<file path="src/rtl/regfile_wb_arbiter_if.sv">
// Write-back bus between the ALU/load producers, decode issue and the register file write port.
interface regfile_wb_arbiter_if #(
  parameter int NREG = 32,
  parameter int DW   = 32
);
  localparam int AW = $clog2(NREG);

  logic          alu_valid;
  logic          alu_ready;
  logic [AW-1:0] alu_waddr;
  logic [DW-1:0] alu_wdata;
  logic          mem_valid;
  logic          mem_ready;
  logic [AW-1:0] mem_waddr;
  logic [DW-1:0] mem_wdata;
  logic          issue_valid;
  logic [AW-1:0] issue_waddr;
  logic          rf_wren;
  logic [AW-1:0] rf_waddr;
  logic [DW-1:0] rf_wdata;
  logic [NREG-1:0] busy;

  modport master (
    output alu_valid, alu_waddr, alu_wdata,
    output mem_valid, mem_waddr, mem_wdata,
    output issue_valid, issue_waddr,
    input  alu_ready, mem_ready, rf_wren, rf_waddr, rf_wdata, busy
  );

  modport slave (
    input  alu_valid, alu_waddr, alu_wdata,
    input  mem_valid, mem_waddr, mem_wdata,
    input  issue_valid, issue_waddr,
    output alu_ready, mem_ready, rf_wren, rf_waddr, rf_wdata, busy
  );
endinterface

</file>
<file path="src/rtl/regfile_wb_arbiter.sv">
// Write-back arbiter (ALU vs load) with pending-write scoreboard for the MIPS register file.
// Define REGFILE_WB_FIXED_PRIO_EN for fixed MEM-over-ALU priority instead of round-robin.
module regfile_wb_arbiter #(
  parameter int NREG = 32,
  parameter int DW   = 32
) (
  input logic              clk,
  input logic              rst,
  regfile_wb_arbiter_if.slave bus
);
  localparam int AW = $clog2(NREG);

  logic            alu_hs;
  logic            mem_hs;
  logic            any_hs;
  logic [AW-1:0]   win_addr;
  logic [DW-1:0]   win_data;
  logic            rf_wren_q;
  logic [AW-1:0]   rf_waddr_q;
  logic [DW-1:0]   rf_wdata_q;
  logic [NREG-1:0] busy_q;
  logic [NREG-1:0] busy_next;

`ifdef REGFILE_WB_FIXED_PRIO_EN
  assign bus.alu_ready = ~bus.mem_valid;
  assign bus.mem_ready = 1'b1;
`else
  typedef enum logic {GRANT_ALU = 1'b0, GRANT_MEM = 1'b1} grant_e;
  grant_e last_grant;

  assign bus.alu_ready = ~bus.mem_valid | (last_grant == GRANT_MEM);
  assign bus.mem_ready = ~bus.alu_valid | (last_grant == GRANT_ALU);

  // Only contended cycles move the pointer; a lone requester never steals the next turn.
  // NOTE: sequential state uses non-blocking assignments so every flop samples pre-edge values.
  always_ff @(posedge clk or posedge rst) begin
    if (rst) begin
      last_grant <= GRANT_MEM;
    end else if (bus.alu_valid && bus.mem_valid) begin
      last_grant <= alu_hs ? GRANT_ALU : GRANT_MEM;
    end
  end
`endif

  assign alu_hs = bus.alu_valid & bus.alu_ready;
  assign mem_hs = bus.mem_valid & bus.mem_ready;
  assign any_hs = alu_hs | mem_hs;

  // NOTE: every combinational output gets a default first so no latch is inferred.
  always_comb begin
    win_addr = bus.alu_waddr;
    win_data = bus.alu_wdata;
    if (mem_hs) begin
      win_addr = bus.mem_waddr;
      win_data = bus.mem_wdata;
    end
  end

  // Issue is applied after the clear so a same-cycle issue to the written register stays busy.
  always_comb begin
    busy_next = busy_q;
    if (any_hs) busy_next[win_addr] = 1'b0;
    if (bus.issue_valid) busy_next[bus.issue_waddr] = 1'b1;
    busy_next[0] = 1'b0;
  end

  // NOTE: the scoreboard is a handful of flops, not a RAM, so it is reset along with the rest.
  always_ff @(posedge clk or posedge rst) begin
    if (rst) begin
      rf_wren_q  <= 1'b0;
      rf_waddr_q <= '0;
      rf_wdata_q <= '0;
      busy_q     <= '0;
    end else begin
      busy_q    <= busy_next;
      rf_wren_q <= any_hs && (win_addr != '0);
      if (any_hs) begin
        rf_waddr_q <= win_addr;
        rf_wdata_q <= win_data;
      end
    end
  end

  assign bus.rf_wren  = rf_wren_q;
  assign bus.rf_waddr = rf_waddr_q;
  assign bus.rf_wdata = rf_wdata_q;
  assign bus.busy     = busy_q;
endmodule

</file>
<file path="src/flat_wrapper.sv">
// flat-port wrapper written by rule: the top's interface ports become plain ports
module regfile_wb_arbiter_flat 
#(
  parameter int NREG = 32,
  parameter int DW   = 32
)
  (clk, rst, bus_alu_valid, bus_alu_waddr, bus_alu_wdata, bus_mem_valid, bus_mem_waddr, bus_mem_wdata, bus_issue_valid, bus_issue_waddr, bus_alu_ready, bus_mem_ready, bus_rf_wren, bus_rf_waddr, bus_rf_wdata, bus_busy);
  regfile_wb_arbiter_if #(.NREG(NREG), .DW(DW)) bus_i ();
  input logic clk;
  input logic rst;
  input wire logic [$bits(bus_i.alu_valid)-1:0] bus_alu_valid;
  input wire logic [$bits(bus_i.alu_waddr)-1:0] bus_alu_waddr;
  input wire logic [$bits(bus_i.alu_wdata)-1:0] bus_alu_wdata;
  input wire logic [$bits(bus_i.mem_valid)-1:0] bus_mem_valid;
  input wire logic [$bits(bus_i.mem_waddr)-1:0] bus_mem_waddr;
  input wire logic [$bits(bus_i.mem_wdata)-1:0] bus_mem_wdata;
  input wire logic [$bits(bus_i.issue_valid)-1:0] bus_issue_valid;
  input wire logic [$bits(bus_i.issue_waddr)-1:0] bus_issue_waddr;
  output wire logic [$bits(bus_i.alu_ready)-1:0] bus_alu_ready;
  output wire logic [$bits(bus_i.mem_ready)-1:0] bus_mem_ready;
  output wire logic [$bits(bus_i.rf_wren)-1:0] bus_rf_wren;
  output wire logic [$bits(bus_i.rf_waddr)-1:0] bus_rf_waddr;
  output wire logic [$bits(bus_i.rf_wdata)-1:0] bus_rf_wdata;
  output wire logic [$bits(bus_i.busy)-1:0] bus_busy;
  assign bus_i.alu_valid = bus_alu_valid;
  assign bus_i.alu_waddr = bus_alu_waddr;
  assign bus_i.alu_wdata = bus_alu_wdata;
  assign bus_i.mem_valid = bus_mem_valid;
  assign bus_i.mem_waddr = bus_mem_waddr;
  assign bus_i.mem_wdata = bus_mem_wdata;
  assign bus_i.issue_valid = bus_issue_valid;
  assign bus_i.issue_waddr = bus_issue_waddr;
  assign bus_alu_ready = bus_i.alu_ready;
  assign bus_mem_ready = bus_i.mem_ready;
  assign bus_rf_wren = bus_i.rf_wren;
  assign bus_rf_waddr = bus_i.rf_waddr;
  assign bus_rf_wdata = bus_i.rf_wdata;
  assign bus_busy = bus_i.busy;
  regfile_wb_arbiter #(.NREG(NREG), .DW(DW)) u_core (.clk(clk), .rst(rst), .bus(bus_i));
endmodule
</file>
<file path="config.mk">
export PLATFORM = sky130hd
export DESIGN_NAME = regfile_wb_arbiter_flat
export DESIGN_NICKNAME = d
export VERILOG_FILES = /design/src/rtl/regfile_wb_arbiter_if.sv /design/src/rtl/regfile_wb_arbiter.sv /design/src/flat_wrapper.sv
export SDC_FILE = /design/constraint.sdc
export NUM_CORES = 1
export LEC_CHECK = 0
export CAP_MARGIN = 20
export CORE_MARGIN = 2
export CORE_UTILIZATION = 34
export CTS_CLUSTER_DIAMETER = 80
export DETAILED_ROUTE_END_ITERATION = 12
export PLACE_DENSITY_LB_ADDON = 0.1
export SYNTH_ARGS = -nofsm -noshare
export SYNTH_HDL_FRONTEND = slang
export SYNTH_SLANG_ARGS = --single-unit
</file>
<file path="constraint.sdc">
create_clock -name clk -period 1.78 [get_ports clk]
set_input_delay 0.178 -clock clk [delete_from_list [all_inputs] [get_ports clk]]
set_output_delay 0.178 -clock clk [all_outputs]
set_load 0.1 [all_outputs]
</file>
# == After elaboration in Yosys (flattened, before gate mapping) ==
# Cells that the tools add are included.
# Widths: inputs -> output; s select.
# op_classes
bitwise_logic,11
n_lt_le_gt_ge,4
n_reduce_logical,5
n_mux,9
# op_table
operator,count
$mux 32,3
$and 32x32->32,1
$not 32->32,1
$or 32x32->32,1
$lt 5x6->1 const B,2
$demux 1 s5,2
$ge 5x1->1 const B,2
$mux 5,1
$reduce_bool 5->1,1
$logic_and 1x1->1,4
$mux 1,3
$not 1->1,3
$or 1x1->1,3
$and 1x1->1,2
# totals
out_inout_bits,72
inputBits,84
wordCells,34
reg_bits,70

# == Longest topological paths before layout ==
# Gate-level depths: netlist (run 1).
# depth
ltp_word,13
mapped_depth,6
depth_no_buf,4

# == Worst setup path after synthesis (run 1) ==
# Ideal clock, no wire load.
# synth_path
path_kind,register -> register
start,reg u_core.last_grant
end,reg u_core.rf_waddr_q[1] (netlist: u_core.bus.rf_waddr[1])
arrival_time_ns,2.444
required_time_ns,1.658
setup_ns,0.122
path_stages_with_launch,7
setup_slack_ns,-0.786
n_path_buf,2
synth_period_minus_slack_ns,2.566
cell_sequence,dfstp_2 or2b_1 clkbuf_1 nand2_1 buf_2 o22ai_1 nor2_1
# synth_via
word_cells_on_any_way,7
classes_between,1 x mux; 6 x bitwise
# synth_rtl
element,line,rtl
from (decl),regfile_wb_arbiter.sv:29,grant_e last_grant;
from (signal assigned),regfile_wb_arbiter.sv:40,last_grant <= alu_hs ? GRANT_ALU : GRANT_MEM;
$or 1x1->1,regfile_wb_arbiter.sv:31,assign bus.alu_ready = ~bus.mem_valid | (last_grant == GRANT_MEM);
named net bus_alu_ready,flat_wrapper.sv:19,output wire logic [$bits(bus_i.alu_ready)-1:0] bus_alu_ready;
$and 1x1->1,regfile_wb_arbiter.sv:45,assign alu_hs = bus.alu_valid & bus.alu_ready;
$or 1x1->1,regfile_wb_arbiter.sv:47,assign any_hs = alu_hs | mem_hs;
to (signal assigned),regfile_wb_arbiter.sv:78,rf_waddr_q <= win_addr;
to (decl),regfile_wb_arbiter.sv:19,logic [AW-1:0] rf_waddr_q;
# The timed path passes the listed nets, and every way through them passes these cells.
# A chain may end at the register's enable or synchronous reset.

# == Worst setup path after layout (run 1) ==
# layout_path
start,reg u_core.last_grant
end,reg u_core.busy_q[28] (netlist: u_core.bus.busy[28])
# layout_via
elab_chain_len,13
word_cells_on_any_way,17
classes_between,2 x order compare; 5 x mux; 9 x bitwise; 1 x reduce/logical
# layout_lines
element,line,rtl
$not 1->1,regfile_wb_arbiter.sv:32,assign bus.mem_ready = ~bus.alu_valid | (last_grant == GRANT_ALU);
$or 1x1->1,regfile_wb_arbiter.sv:32,
$and 1x1->1,regfile_wb_arbiter.sv:46,assign mem_hs = bus.mem_valid & bus.mem_ready;
$mux 5,regfile_wb_arbiter.sv:53,if (mem_hs) begin
$lt 5x6->1 (implied by the code) or $ge 5x1->1 (tied branches),regfile_wb_arbiter.sv:62,if (any_hs) busy_next[win_addr] = 1'b0;
$logic_and 1x1->1 (implied by the code),regfile_wb_arbiter.sv:62,
$mux 1 (implied by the code),regfile_wb_arbiter.sv:62,
$demux 1 s5,--,
$not 32->32 (no source line),--,
$and 32x32->32 (no source line),--,
$mux 32 *,regfile_wb_arbiter.sv:62,
$or 32x32->32 (no source line),--,
$mux 32 *,regfile_wb_arbiter.sv:63,if (bus.issue_valid) busy_next[bus.issue_waddr] = 1'b1;
named net u_core.busy_next[28],regfile_wb_arbiter.sv:22,logic [NREG-1:0] busy_next;
to (signal assigned),regfile_wb_arbiter.sv:75,busy_q <= busy_next;
to (decl),regfile_wb_arbiter.sv:21,logic [NREG-1:0] busy_q;
# The timed path passes the listed nets; every way through them passes the cells marked *.

==> summary.md, run 1 <==
| Metric | Value |
|---|---|
| Row Count | `35` |
| Via density | `5.031` |
| TritonCTS clock tree | `built` |
| Worst Path Arrival | `1.95 ns` |
| Port Buffers | `154` |
| Layout cells sized above 1 | `0.2305` |
| Power density over the cells | `1862 mW/mm^2` |
| Pre-antenna DRT Iters | `5` |
| Seq cells post-synth | `70` |
| Ys Warns | `0` |
| Max-Cap Viols | `0` |
| First-pass GRT wire length | `15,950 um` |
| GRT Util Overall | `0.1978` |
| Tmin final | `1.726 ns` |
| Mapped Area | `0.003277 mm^2` |
| Final Hold Viols | `0` |
| Total grt overflow | `0` |
| Boundary Pins | `156` |
| Diode count | `0` |
| Remaining antenna violation count | `0` |
| Routed vias | `3,290` |
| FILL cells | `894` |
| Synth cell types | `31` |
| Place WS | `-0.1050 ns` |
| Worst setup margin | `0.05402 ns` |
| Final setup violating endpoints | `0` |
| GP Congestion | `0.8419` |
| Fmax | `0.5794 GHz` |
| CP Capture Type | `register` |
| CTS Buf Count | `9` |
| Outcome | `complete, no violations` |
| Post-CTS setup buffer count | `0` |
| Routed wire per std cell | `15.72 um` |
| Area contributors post-synth | `dfrtp_1 53%, o22ai_1 13%, nor2_1 8.8%, a21oi_1 4.7%, inv_1 3.7%` |
| Clk Latency, worst-skew pair | `0.35 ns` |
| Die width | `102.2 um` |
| CP Data Required Time | `2.00 ns` |
| Post-synth top area cell | `dfrtp_1` |
| Clock-pin slew on the worst setup and hold paths | `0.08 ns` |
| Worst Skew | `0.007992 ns` |
| Post-cts hold buffer count | `0` |
| Post-Syn Nets | `443` |
| Final Util | `0.5577` |
| Largest net degree at the start of global routing | `38` |
| Deepest clock path buffer count | `2` |
| Drt total wl | `10,280 um` |
| Reg area | `0.001753 mm^2` |
| Worst setup SP type | `register` |
| Initial Util | `0.3530` |
| Post-CTS sizing | `0` |
| Die Y | `102.2 um` |
| CP Class | `reg -> reg` |
| H-Tree Depth | `3` |
| RSZ-0062 raised after global routing | `no` |
| Post-synthesis sequential area ratio | `0.5349` |
| P_leak | `2.257 nW` |
| Crit path max fanout | `10` |
| HPWL Detailed | `7775 um` |
| Multi-input logic area | `0.001290 mm^2` |
| Cells after Synth | `359` |
| Period utilization | `0.9697` |
| Reg2reg setup slack | `0.05 ns` |
| Number of global-route vias before repair | `3,291` |
| Top cell type's share of synthesized area | `0.5269` |
| Min-Delay Path Class | `in -> async` |
| Core Area | `0.009284 mm^2` |
| Slew Limit Fails | `0` |
| 1st-iter DRT viols | `104` |
| Root Buffer | `clkbuf_8` |
| # DRC | `0` |
| Antenna violations before repair | `0` |
| Die area | `0.01044 mm^2` |
| Sink Count | `70` |
| Post-synthesis area per instance | `9.128 um^2` |
| Worst vdd ir | `1.448 mV` |
| Area grow syn2layout | `58.00%` |
| Fin nets | `604` |
==> layout make-up <==
| class | count | area share |
|---|---|---|
| multi-input cells | 232 | 0.2492 |
| repair buffers | 175 | 0.3115 |
| well taps | 129 | 0.03117 |
| inverters | 32 | 0.02392 |
| clock buffers | 9 | 0.02392 |
| clock inverters | 7 | 0.02175 |
| flip-flops and latches | 70 | 0.3386 |
==> Yosys cell counts <==
library cell	number
nor3b_1	6
o22ai_1	68
clkbuf_2	1
nand4b_1	2
a21bo_1	1
nor3_1	2
xnor2_1	1
buf_4	1
nand3_1	5
nand3b_1	11
conb_1	1
or3_1	2
mux2i_1	4
buf_1	4
nor2_1	77
o21a_1	1
or3b_1	2
a21oi_1	31
nand2_1	5
or2_2	1
or2b_1	1
buf_2	8
buf_6	1
inv_1	32
clkbuf_1	10
mux2_2	6
a21boi_0	1
dfstp_2	1
or3b_2	2
nand4_1	2
dfrtp_1	69
==> report_power, final <==
| part | total [mW] | switching (mW) | leakage, nW | internal [mW] |
|---|---|---|---|---|
| logic | 5.72 | 4.51 | 1.35 | 1.21 |
| clock network | 1.54 | 0.619 | 0.119 | 0.923 |
| registers | 2.38 | 0.293 | 0.785 | 2.09 |
| total | 9.64 | 5.42 | 2.26 | 4.22 |
==> final timing paths <==
check	from	end	depth (start not counted)
worst max register to register	u_core.last_grant$_DFFE_PP1P_	u_core.bus.busy[28]$_DFF_PP0_	5
min in group clk	bus_alu_wdata[31]	u_core.bus.rf_wdata[31]$_DFFE_PP0N_	3
max in group asynchronous	rst	u_core.bus.busy[9]$_DFF_PP0_	3
worst max-delay path	u_core.last_grant$_DFFE_PP1P_	u_core.bus.busy[28]$_DFF_PP0_	5
worst min register to register	u_core.last_grant$_DFFE_PP1P_	u_core.last_grant$_DFFE_PP1P_	1
worst min-delay path	rst	u_core.bus.rf_wdata[18]$_DFFE_PP0N_	2
==> per-stage QoR <==
stage | hold slack [ns] | std cells | power [mW] | instance area [um^2] | TNS [ns]
6_report | 0.1731 | 654 | 9.639 | 5177 | 0
4_1_cts | 0.1752 | 654 | 9.692 | 5174 | 0
3_3_place_gp | 0.4923 | 638 | 8.104 | 4937 | -0.8331
3_5_place_dp | 0.4999 | 638 | 8.144 | 4937 | -1.423
2_1_floorplan | 0.3011 | 359 | 6.717 | 3287 | 0
5_1_grt | 0.1951 | 654 | 9.993 | 5177 | 0
==> flip-flops by register name, summed over array words and instances (netlist names) <==
| name | cells |
|---|---|
| u_core.bus.rf_wren | 1 |
| u_core.bus.rf_wdata | 32 |
| u_core.bus.busy | 31 |
| u_core.last_grant | 1 |
| u_core.bus.rf_waddr | 5 |
==> critical path, stage by stage (launching register included) <==
cell	delay (ns)
dfstp_2	0.57
a21bo_2	0.19
buf_6	0.16
mux2_2	0.38
a21oi_1	0.19
o22ai_1	0.11
==> cell usage in the layout, fill, tap and decap left out, drive strengths merged, types with 2 or more instances in the layout <==
cell type | netlist | routed
clkdlybuf4s50 | 0 | 83
or3b | 4 | 4
nand3b | 11 | 11
inv | 32 | 31
nand4b | 2 | 2
buf | 14 | 92
o22ai | 68 | 68
dfrtp | 69 | 69
nor3b | 6 | 6
or3 | 2 | 2
nor2 | 77 | 77
mux2 | 6 | 6
clkinvlp | 0 | 2
nand4 | 2 | 2
clkbuf | 11 | 9
clkinv | 0 | 3
bufinv | 0 | 3
a21oi | 31 | 31
mux2i | 4 | 4
nand2 | 5 | 5
nor3 | 2 | 2
nand3 | 5 | 5
==> layer usage <==
| layer | up-vias | global-route usage | share of wire |
|---|---|---|---|
| met5 | - | 0 | 0 |
| li1 | 1580 | - | - |
| met4 | 0 | 0.07692 | 0.023 |
| met3 | 19 | 0.05062 | 0.072 |
| met1 | 1563 | 0.2482 | 0.42 |
| met2 | 128 | 0.3284 | 0.49 |
==> cells by family after synthesis <==
group	synth area share
and+or+nand+nor	0.1714
AOI/OAI and AO/OA	0.1848
DFF	0.5349
buffers and inverters	0.07217
muxes	0.03284
xor gates and xnor gates	0.002673
other	0.001144
(Power assumes the default switching activity.)
==> run 2: changes to the inputs <==
- CORE_UTILIZATION: 34 -> 41
- clock period: 1.78 -> 1.9 ns (I/O delays scaled with it)
==> summary.md, run 2 (synthesized netlist as in run 1, its figures left out) <==
| Metric | Value |
|---|---|
| Fin nets | `599` |
| Tmin final | `1.726 ns` |
| Final setup violating endpoints | `0` |
| Fmax | `0.5793 GHz` |
| Diode count | `0` |
| RSZ-0062 raised after global routing | `no` |
| Clock-pin slew on the worst setup and hold paths | `0.08 ns` |
| Routed vias | `3,240` |
| Max-Cap Viols | `0` |
| FF-to-FF Start | `u_core.last_grant$_DFFE_PP1P_` |
| Pre-antenna DRT Iters | `5` |
| Worst Skew | `0.006567 ns` |
| TNS Setup | `0 ns` |
| Max reg flops | `32` |
| Placement Cell Area | `0.004826 mm^2` |
| TritonCTS clock tree | `built` |
| Number of global-route vias before repair | `3,214` |
| 1st-iter DRT viols | `175` |
| HPWL Detailed | `7159 um` |
| Die width | `93.40 um` |
| Top Metal Used | `met4` |
| Period utilization | `0.9086` |
| Worst setup SP type | `register` |
| Final Hold Viols | `0` |
| Area grow syn2layout | `53.34%` |
| CP startpoint | `u_core.last_grant$_DFFE_PP1P_` |
| Total grt overflow | `0` |
| Met1 wire length | `4020 um` |
| Most frequent cells in the layout | `83 x clkdlybuf4s50_1, 83 x buf_4, 77 x nor2_1, 69 x dfrtp_1, 68 x o22ai_1` |
| Met2 Wirelength | `4666 um` |
| Remaining antenna violation count | `0` |
| Post-CTS setup buffer count | `0` |
| Die Y | `93.40 um` |
| Clk Latency, worst-skew pair | `0.34 ns` |
| H-Tree Depth | `3` |
| Layout cells sized above 1 | `0.2192` |
| Row Count | `32` |
| CTS Buf Count | `9` |
| Via density | `5.209` |
| Worst vdd ir | `1.226 mV` |
| Outcome | `complete, no violations` |
| Root Buffer | `clkbuf_8` |
| CP Data Required Time | `2.10 ns` |
| CP Capture Type | `register` |
| Largest net degree at the start of global routing | `71` |
| # DRC | `0` |
| Die area | `0.008724 mm^2` |
| GRT Util Overall | `0.2350` |
| Core Area | `0.007727 mm^2` |
| Final Power | `8.749 mW` |
| Crit path max fanout | `10` |
| CP Class | `reg -> reg` |
| Reg2reg setup slack | `0.17 ns` |
| Min-Delay Path Class | `in -> async` |
| Port Buffers | `154` |
| Routed wire per std cell | `15.78 um` |
| Deepest clock path buffer count | `2` |
| Sink Count | `70` |
| Power density over the cells | `1741 mW/mm^2` |
| Final Cell Area | `0.005025 mm^2` |
| Post-cts hold buffer count | `0` |
| First-pass GRT wire length | `16,000 um` |
| WL met3 | `995 um` |
| Slew Limit Fails | `0` |
| Drt total wl | `9815 um` |
| Post-CTS sizing | `0` |
| GP Congestion | `0.8168` |
| Antenna violations before repair | `0` |
| P_leak | `2.202 nW` |
| Boundary Pins | `156` |
| Worst Path Arrival | `1.92 ns` |
| Initial Util | `0.4241` |
==> run 2: cell count changes in the layout (fill, tap and decap cells not counted), sizes merged <==
| cell | previous run | this run |
|---|---|---|
| bufinv | 3 | 1 |
| clkbuf | 9 | 10 |
| buf | 92 | 87 |
| clkinv | 3 | 4 |
==> run 2: stage by stage <==
stage / setup WS (ns) / utilization / cells / hold slack [ns]
after global routing: 0.04584 / 0.6503 / 622 / 0.3382
after detailed placement: 0.01969 / 0.6245 / 606 / 0.4970
final: 0.1737 / 0.6503 / 622 / 0.2862
after global placement: 0.05609 / 0.6245 / 606 / 0.4908
after floorplan: 0.02720 / - / 359 / 0.3129
after CTS: 0.1777 / 0.6503 / 622 / 0.3139
==> run 2: path summary, 6_finish.rpt <==
kind	to	cells after the start
hold / removal	u_core.bus.busy[29]$_DFF_PP0_	3
max in group asynchronous	u_core.last_grant$_DFFE_PP1P_	3
setup / recovery	u_core.bus.busy[15]$_DFF_PP0_	5
setup reg to reg	u_core.bus.busy[15]$_DFF_PP0_	5
min in group clk	u_core.bus.rf_wdata[16]$_DFFE_PP0N_	3
hold reg to reg	u_core.last_grant$_DFFE_PP1P_	1
==> run 2: critical path, cell delays in order (launching register included) <==
cell and delay, ns:
dfstp_2 0.56, a21bo_1 0.18, buf_4 0.22, mux2_2 0.39, a21oi_1 0.12, o22ai_1 0.11
==> run 2: layout make-up <==
| type | count | area, um^2 |
|---|---|---|
| Fill cell | 663 | 2703 |
| Sequential cell | 70 | 1753 |
| Timing Repair Buffer | 170 | 1534 |
| Multi-Input combinational cell | 232 | 1287 |
| Clock buffer | 10 | 137.6 |
| Tap cell | 102 | 127.6 |
| Inverter | 32 | 123.9 |
| Clock inverter | 6 | 61.31 |
==> run 2: where the power goes <==
group / internal, mW / switching [mW]
registers: 1.95 / 0.265
logic: 1.11 / 4.22
clock network: 0.637 / 0.566
==> run 2: layer usage <==
layer / track usage / vias to the layer above
met1: 0.2953 / 1520
li1: - / 1568
met2: 0.3855 / 138
met4: 0.06495 / 0
met3: 0.08139 / 14
met5: 0 / -
